`config.mk`:
```
export PLATFORM = sky130hd
export DESIGN_NAME = firebird7_in_gate1_tessent_tdr_data_ctl_w3
export DESIGN_NICKNAME = d
export VERILOG_FILES = /design/src/rtl/firebird7_in_gate1_tessent_tdr_data_ctl_w3.sv
export SDC_FILE = /design/constraint.sdc
export NUM_CORES = 1
export LEC_CHECK = 0
export ABC_CLOCK_PERIOD_IN_PS = 1740
export CORE_MARGIN = 2
export CORE_UTILIZATION = 50
export CTS_BUF_LIST = sky130_fd_sc_hd__clkbuf_8 sky130_fd_sc_hd__clkbuf_16
export CTS_CLUSTER_DIAMETER = 120
export DETAILED_ROUTE_END_ITERATION = 7
export GPL_TIMING_DRIVEN = 0
export PLACE_DENSITY = 0.81
export SYNTH_ARGS = -nofsm -noshare
export SYNTH_HDL_FRONTEND = slang
export SYNTH_SLANG_ARGS = --single-unit
```
`constraint.sdc`:
```
create_clock -name ijtag_tck -period 1.74 [get_ports ijtag_tck]
set_input_delay 0.174 -clock ijtag_tck [delete_from_list [all_inputs] [get_ports ijtag_tck]]
set_output_delay 0.174 -clock ijtag_tck [all_outputs]
set_load 0.02 [all_outputs]
```
`src/rtl/firebird7_in_gate1_tessent_tdr_data_ctl_w3.sv`:
```
// rtl/firebird7_in_gate1_tessent_tdr_data_ctl_w3.sv - IJTAG TDR driving select/data of a functional/IJTAG data mux
module firebird7_in_gate1_tessent_tdr_data_ctl_w3 #(
    parameter int               WIDTH        = 3,
    parameter logic [WIDTH-1:0] RESET_DATA   = '0,
    parameter bit               UPDATE_GUARD = 1'b1
) (
    input  logic             ijtag_tck,
    input  logic             ijtag_reset,
    input  logic             ijtag_sel,
    input  logic             ijtag_ce,
    input  logic             ijtag_se,
    input  logic             ijtag_ue,
    input  logic             ijtag_si,
    output logic             ijtag_so,
    input  logic [WIDTH-1:0] capture_data_in,
    output logic             ijtag_select,
    output logic [WIDTH-1:0] ijtag_data_out,
    output logic             scan_len_ok,
    output logic             update_rejected
);

    localparam int CW = $clog2(WIDTH + 3);
    localparam logic [CW-1:0] CNT_LEN = CW'(WIDTH + 1);
    localparam logic [CW-1:0] CNT_MAX = CW'(WIDTH + 2);

    logic [WIDTH:0]  sr;
    logic [WIDTH:0]  ur;
    logic [CW-1:0]   cnt;
    logic            do_capture;
    logic            do_shift;
    logic            do_update;
    logic            len_ok;
    logic            accept;

    // Capture outranks shift, which outranks update; deselect freezes everything.
    assign do_capture = ijtag_sel & ijtag_ce;
    assign do_shift   = ijtag_sel & ijtag_se & ~ijtag_ce;
    assign do_update  = ijtag_sel & ijtag_ue & ~ijtag_ce & ~ijtag_se;
    assign len_ok     = (cnt == CNT_LEN);
    assign accept     = ~UPDATE_GUARD | len_ok;

    always_ff @(posedge ijtag_tck) begin
        if (ijtag_reset) begin
            sr              <= '0;
            ur              <= {1'b0, RESET_DATA};
            cnt             <= '0;
            scan_len_ok     <= 1'b0;
            update_rejected <= 1'b0;
        end else if (do_capture) begin
            sr  <= {ur[WIDTH], capture_data_in};
            cnt <= '0;
        end else if (do_shift) begin
            sr <= {ijtag_si, sr[WIDTH:1]};
            if (cnt != CNT_MAX) begin
                cnt <= cnt + 1'b1;
            end
        end else if (do_update) begin
            cnt <= '0;
            if (accept) begin
                ur          <= sr;
                scan_len_ok <= len_ok;
            end else begin
                scan_len_ok     <= 1'b0;
                update_rejected <= 1'b1;
            end
        end
    end

    assign ijtag_so       = sr[0];
    assign ijtag_select   = ur[WIDTH];
    assign ijtag_data_out = ur[WIDTH-1:0];

endmodule
```
==> impl_results.md, run 1 <==
- RR Endpoint: ur[2]$_SDFFE_PP0P_
- Worst reg2reg startpoint: cnt[0]$_SDFFE_PP0P_
- CP Class: flop to primary output
- Max incr delay on CP: 0.62 ns
- Area delta synth->final: 32.19%
- Pwr Density: approximately 730 nW/um^2
- Avg WL per Cell: 13.71 microns
- Top cells by count, synth: dfxtp_1 (13), a21oi_1 (9), nor2_1 (7)
- Ratio of cells with drive above 1 in the final layout: 10.20%
- Port Buf Inserts: 16
- Met2 Use GR: 32.81%
- CP required: about 1.6 ns
- Final cycle utilization of the critical path: about 80%
- Dominant synthesized flop cell: dfxtp_1
- CP top delay family: buffers and inverters
- Crit end category: primary output
- Final nets: 112
- Antenna cell count: 0
- Syn_area_per_cell: roughly 8.9 sq um
- Clock Tree Root: clkbuf_8
- Max FO, Critical Path: 3
- Vias per cell: approximately 5.7
- Mapped Cells: roughly 80
- Fmax: between 0.7 and 0.8 GHz
- Clock Latency Late Sink: about 0.24 ns
- Reg2Reg Setup Slack: between 0.3 and 0.4 ns
- Gpl congestion: between 0.8 and 0.9
- Setup TNS: 0 ns
- Final-report hold violation count: 0
- Most common cell in the netlist: dfxtp_1
- Cell area after synthesis: between 600 and 700 sq um
- Post-layout util: a little over two thirds
- Site row count: 13
- Data arrival, critical path: between 1 and 1.5 ns
- Outcome: completed
- Clock skew: ~0.0077 ns
- Max VDD drop: approximately 0.37 mV
- Critical Path Stages: 1
- H-Tree Depth: 1
- CTS resizes: 0
- Overall Global Routing Usage: a little over a fifth
- Slowest cell on crit path: clkdlybuf4s50_1
- Setup Viol. Count Final: 0
- Total wire length: 1549 microns
- Largest net degree at the start of global routing: 11
- CTS max path bufs: 2
- Tightest Pin Transition: ~0.43 ns
- Initial Utilization: 53.46%
- Residual DRC count: 0
- Cts bufs inserted: 3
- Top Usage Layer GRT: met2
- #FFs+latches synth: 13
- End of the critical path: ijtag_select
- Synth top area cells: dfxtp_1 (37%), a21oi_1 (6.5%), ha_1 (5.4%)
- Final Critical Period: 1.378 ns
- Critical path origin: ur[3]$_SDFFE_PP0P_
- Ys Warns: 0
- Final Slew Violations: 0
- Drt first-iter violations: 32
- Number of synthesized flops with an enable pin: 0
- Crit path buffers/inverters: 1
- Met3 Use GR: under 10%
- Sequential cell area fraction in the yosys report: a little under two fifths
- Leakage: about 0.35 nW
- Synth cell types: 27
- HP Class: flop to flop
- Initial antenna violation count: 0
- Reg2Reg Depth: 5
- IO Pins: 17
- Via count: between 600 and 700
- Ys async rst share: 0%
- CP Launch Type: flop
- Mapped Nets: 91
- Vias in the first global route: 531
- Max Cap Viol: 0
- Crit-path cells: clkdlybuf4s50_1
- Met1 Resource Use GR: a little over a quarter
- Core area: 1301 sq um
- DIE AREA: 1706 sq um
- Unrepaired setup endpoints after global routing: no
- Post-CTS setup buffers: 0
- Top-area cell type share of the netlist area: a little under two fifths
- First-pass GRT wire length: between 2000 and 2500 microns
- Clock transition at path regs: roughly 0.05 ns
- Die Wd: 41.30 microns
- DP Wirelength: 1147 microns
- ANT nets after route: 0
- Hold-fix buffers, CTS: 0
- # fillers: ~110
- CTS tree: done
- CTS sink count: 13
- Die Y: 41.30 microns
- Post-synth top area cell: dfxtp_1
- Slew headroom: a little under three quarters
- Total grt overflow: 0
- First drt pass iteration count: 4
- Min-Delay Path Depth: 2
-- how the worst min path moves through the flow --
stage | from | endpoint | slack (ns)
4_1_cts | scan_len_ok$_SDFFE_PP0P_ | scan_len_ok$_SDFFE_PP0P_ | 0.47
3_3_place_gp | scan_len_ok$_SDFFE_PP0P_ | scan_len_ok$_SDFFE_PP0P_ | 0.45
5_1_grt | scan_len_ok$_SDFFE_PP0P_ | scan_len_ok$_SDFFE_PP0P_ | 0.49
2_1_floorplan | ijtag_reset | cnt[1]$_SDFFE_PP0P_ | 0.38
3_5_place_dp | scan_len_ok$_SDFFE_PP0P_ | scan_len_ok$_SDFFE_PP0P_ | 0.46
6_report | scan_len_ok$_SDFFE_PP0P_ | scan_len_ok$_SDFFE_PP0P_ | 0.46
-- kinds of logic (layout without fill, tap and decap cells) --
logic type / after synthesis / count (layout) / share of synthesized area (%)
multiplexers: 3 / 3 / 4.317
adder cells (fa/ha/maj): 3 / 3 / 5.396
buffers and inverters: 7 / 27 / 6.114
AND/OR/NAND/NOR: 29 / 29 / 25.72
AO/OA/AOI/OAI: 23 / 23 / 21.04
flip-flops: 13 / 13 / 37.41
-- area by class of cell --
type,instances,area (sq um),share of cell area [%]
buffer,5,35.03,3.810
clock buffer,3,41.29,4.490
clock inverter,1,3.754,0.4082
inverter,2,7.507,0.8163
multi-input combinational,58,392.9,42.72
sequential,13,260.3,28.30
tap,15,18.77,2.041
timing repair buffer,16,160.2,17.42
-- stage by stage --
stage	hold WS (ns)	setup WS, ns	area (sq um)	total power [mW]	cells
2_1_floorplan	0.3826	0.5761	695.7	0.3756	78
3_3_place_gp	0.4462	0.2681	874.6	0.4115	109
3_5_place_dp	0.4594	0.2474	874.6	0.4146	109
4_1_cts	0.4664	0.3651	919.6	0.6729	113
5_1_grt	0.4886	0.3141	919.6	0.7015	113
6_report	0.4595	0.3615	919.6	0.6702	113
-- layout by cell type (no fill, tap or decap), types with 4 or more instances in the layout --
cell | netlist | layout
dfxtp_1 | 13 | 13
o21ai_0 | 4 | 4
nor2_1 | 7 | 7
nand2b_1 | 4 | 4
nand4_1 | 6 | 6
clkdlybuf4s50_1 | 0 | 16
a211oi_1 | 4 | 4
a21oi_1 | 9 | 9
-- routing by layer --
layer,vias up,wire length (microns)
met5,-,0
li1,327,-
met1,291,750
met2,20,693
met4,0,25
met3,4,80
-- power breakdown --
group          internal (mW)  switching [mW]
Clock                  0.155           0.106
Sequential             0.307         0.00691
Combinational         0.0502          0.0446
Total                  0.513           0.158
-- state kept, by name (all words and copies together), names as in the netlist --
register         cells
sr                   4
ur                   4
cnt                  3
scan_len_ok          1
update_rejected      1
Power figures use the tool's default switching activity.
==> run 2, diff against run 1 <==
--- a/config.mk
+++ b/config.mk
@@ -5,14 +5,14 @@
 export SDC_FILE = /design/constraint.sdc
 export NUM_CORES = 1
 export LEC_CHECK = 0
-export ABC_CLOCK_PERIOD_IN_PS = 1740
+export ABC_CLOCK_PERIOD_IN_PS = 1220
 export CORE_MARGIN = 2
-export CORE_UTILIZATION = 50
+export CORE_UTILIZATION = 42
 export CTS_BUF_LIST = sky130_fd_sc_hd__clkbuf_8 sky130_fd_sc_hd__clkbuf_16
 export CTS_CLUSTER_DIAMETER = 120
 export DETAILED_ROUTE_END_ITERATION = 7
 export GPL_TIMING_DRIVEN = 0
-export PLACE_DENSITY = 0.81
+export PLACE_DENSITY = 0.72
 export SYNTH_ARGS = -nofsm -noshare
 export SYNTH_HDL_FRONTEND = slang
 export SYNTH_SLANG_ARGS = --single-unit
==> constraint.sdc (replaced) <==
create_clock -name ijtag_tck -period 1.22 [get_ports ijtag_tck]
set_input_delay 0.122 -clock ijtag_tck [delete_from_list [all_inputs] [get_ports ijtag_tck]]
set_output_delay 0.122 -clock ijtag_tck [all_outputs]
set_load 0.02 [all_outputs]
==> run 2 against run 1 <==
Global-route usage is 4.0 points lower. Combinational power up 53%. Critical path depth rose by 4. Total power up 45%. Critical endpoint is now ur[3]$_SDFFE_PP0P_. Largest cell class unchanged. Largest power group unchanged.
==> impl_results.md, run 2 (synthesis results as in run 1) <==
- Outcome: completed
- ANT nets after route: 0
- H-Tree Depth: 1
- Leakage: 0.3899 nW
- Via count: around 640
- Core area: ~1500 sq um
- First-pass GRT wire length: 2380 microns
- Slowest cell on crit path: dfxtp_2
- Final cycle utilization of the critical path: a little over nine tenths
- CP required: around 1.3 ns
- Setup Viol. Count Final: 0
- Data arrival, critical path: around 1.3 ns
- Max VDD drop: about 0.8 mV
- Max Cap Viol: 0
- Clock skew: just over 0.007 ns
- Overall Global Routing Usage: 16.96%
- Unrepaired setup endpoints after global routing: yes
- Total Power: approximately 1000 uW
- DP Wirelength: about 1100 microns
- Final Slew Violations: 0
- Max FO, Critical Path: 6
- Die Wd: around 45 microns
- Gpl congestion: approximately 0.77
- Slew headroom: approximately 69%
- Post-Place Setup Slack: -0.2110 ns
- Reg2Reg Setup Slack: 0.03 ns
- Crit path buffers/inverters: 1
- Die Y: approximately 45 microns
- Final setup margin: a little over 0.03 ns
- Cts bufs inserted: 3
- Vias per cell: roughly 5.6
- Final-report hold violation count: 0
- CTS sink count: 13
- DIE AREA: between 1500 and 2000 sq um
- Site row count: 14
- Clock transition at path regs: 0.06 ns
- HP Class: flop to flop
- Crit end category: flop
- CTS tree: done
- IO Pins: 17
- Tightest Pin Transition: about 0.47 ns
- Final Critical Period: 1.189 ns
- First drt pass iteration count: 6
- Ratio of cells with drive above 1 in the final layout: between 20% and 30%
- CP top delay family: flip-flops
- CP Class: flop to flop
- Drt first-iter violations: 15
- Most common cell after layout, fill and taps aside: dfxtp_1
- Port Buf Inserts: 16
- Initial Utilization: a little under half
- Commonest non-fill, non-tap cells in the layout: dfxtp_1 (11), a21oi_1 (9), clkdlybuf4s50_1 (9), dlygate4sd2_1 (7)
- Fmax: approximately 0.84 GHz
- Pwr Density: between 1000 and 1500 nW/um^2
- Largest regs: sr x4, ur x4, cnt x3
- Total grt overflow: 0
- Vias in the first global route: approximately 560
- Largest net degree at the start of global routing: 11
- Area delta synth->final: 39.93%
- Total wire length: between 1500 and 2000 microns
- Antenna cell count: 0
- CTS max path bufs: 2
- WHS: around 0.45 ns
- Crit-path cells: inv_1, ha_4, nand2_1, o21ai_0, a21oi_1
- Avg WL per Cell: about 14 microns
- Clock Latency Late Sink: about 0.25 ns
- # fillers: roughly 130
- Final nets: 113
- Residual DRC count: 0
- Clock Tree Root: clkbuf_8
- Initial antenna violation count: 0
- CP Launch Type: flop
- Max incr delay on CP: approximately 0.34 ns
run 2: cell count changes in the layout (fill, tap and decap cells not counted), sizes merged:
cell,previous run,this run
clkdlybuf4s50,16,9
dlygate4sd2,0,7
buf,4,5
run 2: repair_timing:
| item | CTS | global route |
|---|---|---|
| setup endpoints to repair | 13 | 8 |
| gates resized for setup | 11 | 11 |
| pin swaps | 2 | 4 |
| setup buffers | 1 | 0 |
| hold buffers | 0 | 0 |
run 2: tightest hold or removal path, stage by stage (launching register included):
cell     delay [ns]
dfxtp_1        0.30
nand2_1        0.05
a21oi_1        0.05
run 2: report_power, final:
group	total (mW)	switching, mW	internal, mW
Combinational	0.145	0.0703	0.0750
Sequential	0.448	0.00989	0.438
Clock	0.381	0.159	0.222
Total	0.975	0.239	0.736
run 2: final timing paths:
path	from	to	cells after the start
max	cnt[0]$_SDFFE_PP0P_	ur[3]$_SDFFE_PP0P_	5
min	scan_len_ok$_SDFFE_PP0P_	scan_len_ok$_SDFFE_PP0P_	2
max reg2reg	cnt[0]$_SDFFE_PP0P_	ur[3]$_SDFFE_PP0P_	5
min reg2reg	scan_len_ok$_SDFFE_PP0P_	scan_len_ok$_SDFFE_PP0P_	2
run 2: metrics by stage:
| stage | instance area [sq um] | TNS [ns] | utilization (%) | cells |
|---|---|---|---|---|
| 2_1_floorplan | 695.7 | 0 | - | 78 |
| 3_3_place_gp | 875.8 | -2.105 | 57.47 | 110 |
| 3_5_place_dp | 875.8 | -2.213 | 57.47 | 110 |
| 4_1_cts | 933.4 | 0 | 61.25 | 115 |
| 5_1_grt | 973.4 | -0.1457 | 63.88 | 115 |
| 6_report | 973.4 | 0 | 63.88 | 115 |
run 2: area by class of cell:
type / instances / area [sq um] / area share, %
Inverter: 2 / 7.507 / 0.7712
Sequential cell: 13 / 262.8 / 26.99
Tap cell: 16 / 20.02 / 2.057
Clock inverter: 1 / 3.754 / 0.3856
Clock buffer: 3 / 41.29 / 4.242
Buffer: 5 / 42.54 / 4.370
Timing Repair Buffer: 17 / 158.9 / 16.32
Multi-Input combinational cell: 58 / 436.7 / 44.86
run 2: metal layers:
metal	track usage, %	share of wire (%)
met1	21.64	49
met2	24.35	44
met3	6.000	5.5
met4	10.30	1.1
met5	0	0
==> run 3, diff against run 2 <==
==> constraint.sdc (replaced) <==
create_clock -name ijtag_tck -period 1.22 [get_ports ijtag_tck]
set_input_delay 0.366 -clock ijtag_tck [delete_from_list [all_inputs] [get_ports ijtag_tck]]
set_output_delay 0.366 -clock ijtag_tck [all_outputs]
set_load 0.02 [all_outputs]
==> run 3 against run 2 <==
Sequential power is essentially flat. Routed wire length grew 9.2%. Final area grew 5.0%. Total power grew 1.8%. First-iteration DRC count shrank 53%. Global-route usage grew 1.1 points. Critical endpoint is now ijtag_data_out[2]. Critical path depth shrank 4. Final cell count grew 4.3%.
==> impl_results.md, run 3 (synthesis results as in run 1) <==
- CTS sink count: 13
- Clock Tree Root: clkbuf_8
- First-pass GRT wire length: approximately 2600 microns
- Largest net degree at the start of global routing: 11
- Total grt overflow: 0
- Tightest Pin Transition: ~0.26 ns
- CTS tree: done
- CP Launch Type: flop
- Non-filler cells, final: 120
- Max Cap Viol: 0
- Avg WL per Cell: roughly 15 microns
- Site row count: 14
- Total Power: 992.3 uW
- Initial Utilization: approximately 46%
- Final setup margin: 0.03760 ns
- Clock transition at path regs: 0.06 ns
- First drt pass iteration count: 4
- Final Slew Violations: 0
- Commonest non-fill, non-tap cells in the layout: dfxtp_1 (11), buf_2 (7), a21oi_1 (7)
- Max incr delay on CP: between 0.3 and 0.4 ns
- Die Y: approximately 45 microns
- Largest regs: sr x4, ur x4, cnt x3
- Final cycle utilization of the critical path: about 97%
- Overall Global Routing Usage: 18.05%
- Reg2Reg Setup Slack: 0.05 ns
- Slew headroom: between 80 and 90%
- Int Power: ~750 uW
- Met2 routed WL: slightly below 800 microns
- Initial antenna violation count: 0
- Clock Latency Late Sink: 0.25 ns
- CTS max path bufs: 2
- Final-report hold violation count: 0
- P_sw: about 250 uW
- Pwr Density: 970.7 nW/um^2
- Clk pwr share: a little under two fifths
- Vias per cell: ~5.7
- Final nets: about 120
- DR top layer: met4
- Final Critical Period: between 1 and 1.5 ns
- H-Tree Depth: 1
- Clock skew: between 0.007 and 0.008 ns
- CP top delay family: flip-flops
- DIE AREA: roughly 2000 sq um
- Area after DPL: a little under 900 sq um
- Hold-fix buffers, CTS: 0
- Max VDD drop: 0.8038 mV
- Post-Place Setup Slack: -0.4550 ns
- Via count: about 700
- IO Pins: 17
- # fillers: 119
- CP required: 0.85 ns
- Fmax: ~0.85 GHz
- Drt first-iter violations: 7
- Die Wd: between 40 and 50 microns
- Most common cell after layout, fill and taps aside: dfxtp_1
- Vias in the first global route: between 500 and 600
- Unrepaired setup endpoints after global routing: yes
- Crit-path cells: clkdlybuf4s15_2
- Setup Viol. Count Final: 0
- M1 wire length: approximately 830 microns
- Data arrival, critical path: just over 0.8 ns
- Crit end category: primary output
- Leakage: about 0.41 nW
- Ratio of cells with drive above 1 in the final layout: around 37%
- Sequential Power Share: a little under half
- Slowest cell on crit path: dfxtp_1
- Routed wl met3: between 100 and 150 microns
- Core area: about 1500 sq um
- Port Buf Inserts: 16
- ANT nets after route: 0
- Combinational Power Share: ~16%
- Sw Share: approximately a quarter
- Cts bufs inserted: 3
- CP Class: flop to primary output
- Max FO, Critical Path: 2
- Gpl congestion: between 0.7 and 0.8
- Area delta synth->final: 46.94%
- Final instance area: slightly above 1000 sq um
- DP Wirelength: 1116 microns
- Residual DRC count: 0
- Antenna cell count: 0
- Dpl cells: 110
- Total wire length: around 1800 microns
- Outcome: completed
- HP Class: flop to flop
- Crit path buffers/inverters: 1
-- run 3: changes by cell type in the layout (fill, tap and decap cells not counted), moves of 2 or more --
cell and change:
buf_4 +5, o21ai_1 +3, a21oi_2 +2, dlygate4sd2_1 -5
clkdlybuf4s50_1 -4, buf_2 +6, clkdlybuf4s15_1 +2, a21oi_1 -2
o21ai_0 -3
-- run 3: what timing repair did --
action	4_1_cts	5_1_grt
setup buffers	6	0
endpoints found under the setup margin	20	13
resized for setup	38	20
pin swaps	4	5
-- run 3: final timing paths --
| check | cells past startpoint | from | to |
|---|---|---|---|
| min reg2reg | 2 | scan_len_ok$_SDFFE_PP0P_ | scan_len_ok$_SDFFE_PP0P_ |
| min | 2 | scan_len_ok$_SDFFE_PP0P_ | scan_len_ok$_SDFFE_PP0P_ |
| max | 1 | ur[2]$_SDFFE_PP0P_ | ijtag_data_out[2] |
| max reg2reg | 5 | cnt[1]$_SDFFE_PP0P_ | cnt[0]$_SDFFE_PP0P_ |
-- run 3: power by group through the flow --
stage	clock [mW]	combinational (mW)	sequential, mW
after floorplan	0	0.0774	0.458
after global placement	0	0.133	0.455
after detailed placement	0	0.136	0.456
after CTS	0.389	0.151	0.447
after global routing	0.411	0.175	0.449
final	0.381	0.163	0.448
-- run 3: area by class of cell --
type,count,area [sq um],area share (%)
clock buffer,3,41.29,4.039
clock inverter,1,3.754,0.3672
buffer,5,43.79,4.284
sequential,13,262.8,25.70
tap,16,20.02,1.958
timing repair buffer,22,173.9,17.01
multi-input combinational,58,469.2,45.90
inverter,2,7.507,0.7344
-- run 3: per-layer routing --
| layer | track usage, % | up-vias |
|---|---|---|
| met2 | 26.38 | 21 |
| met1 | 22.89 | 315 |
| li1 | - | 341 |
| met5 | 0 | - |
| met4 | 10.91 | 0 |
| met3 | 6.000 | 4 |
-- run 3: per-stage QoR --
step	utilization [%]	hold slack (ns)	TNS (ns)
after floorplan	-	0.4542	0
after global placement	57.47	0.4456	-5.667
after detailed placement	57.47	0.4487	-5.845
after CTS	64.86	0.4567	0
after global routing	67.08	0.4964	-0.01817
final	67.08	0.4521	0
-- run 3: worst register-to-register path: stages (launching register included) --
cell     delay, ns
dfxtp_2       0.32
inv_1         0.07
ha_2          0.19
and3_4        0.20
o31ai_2       0.20
a21oi_1       0.08
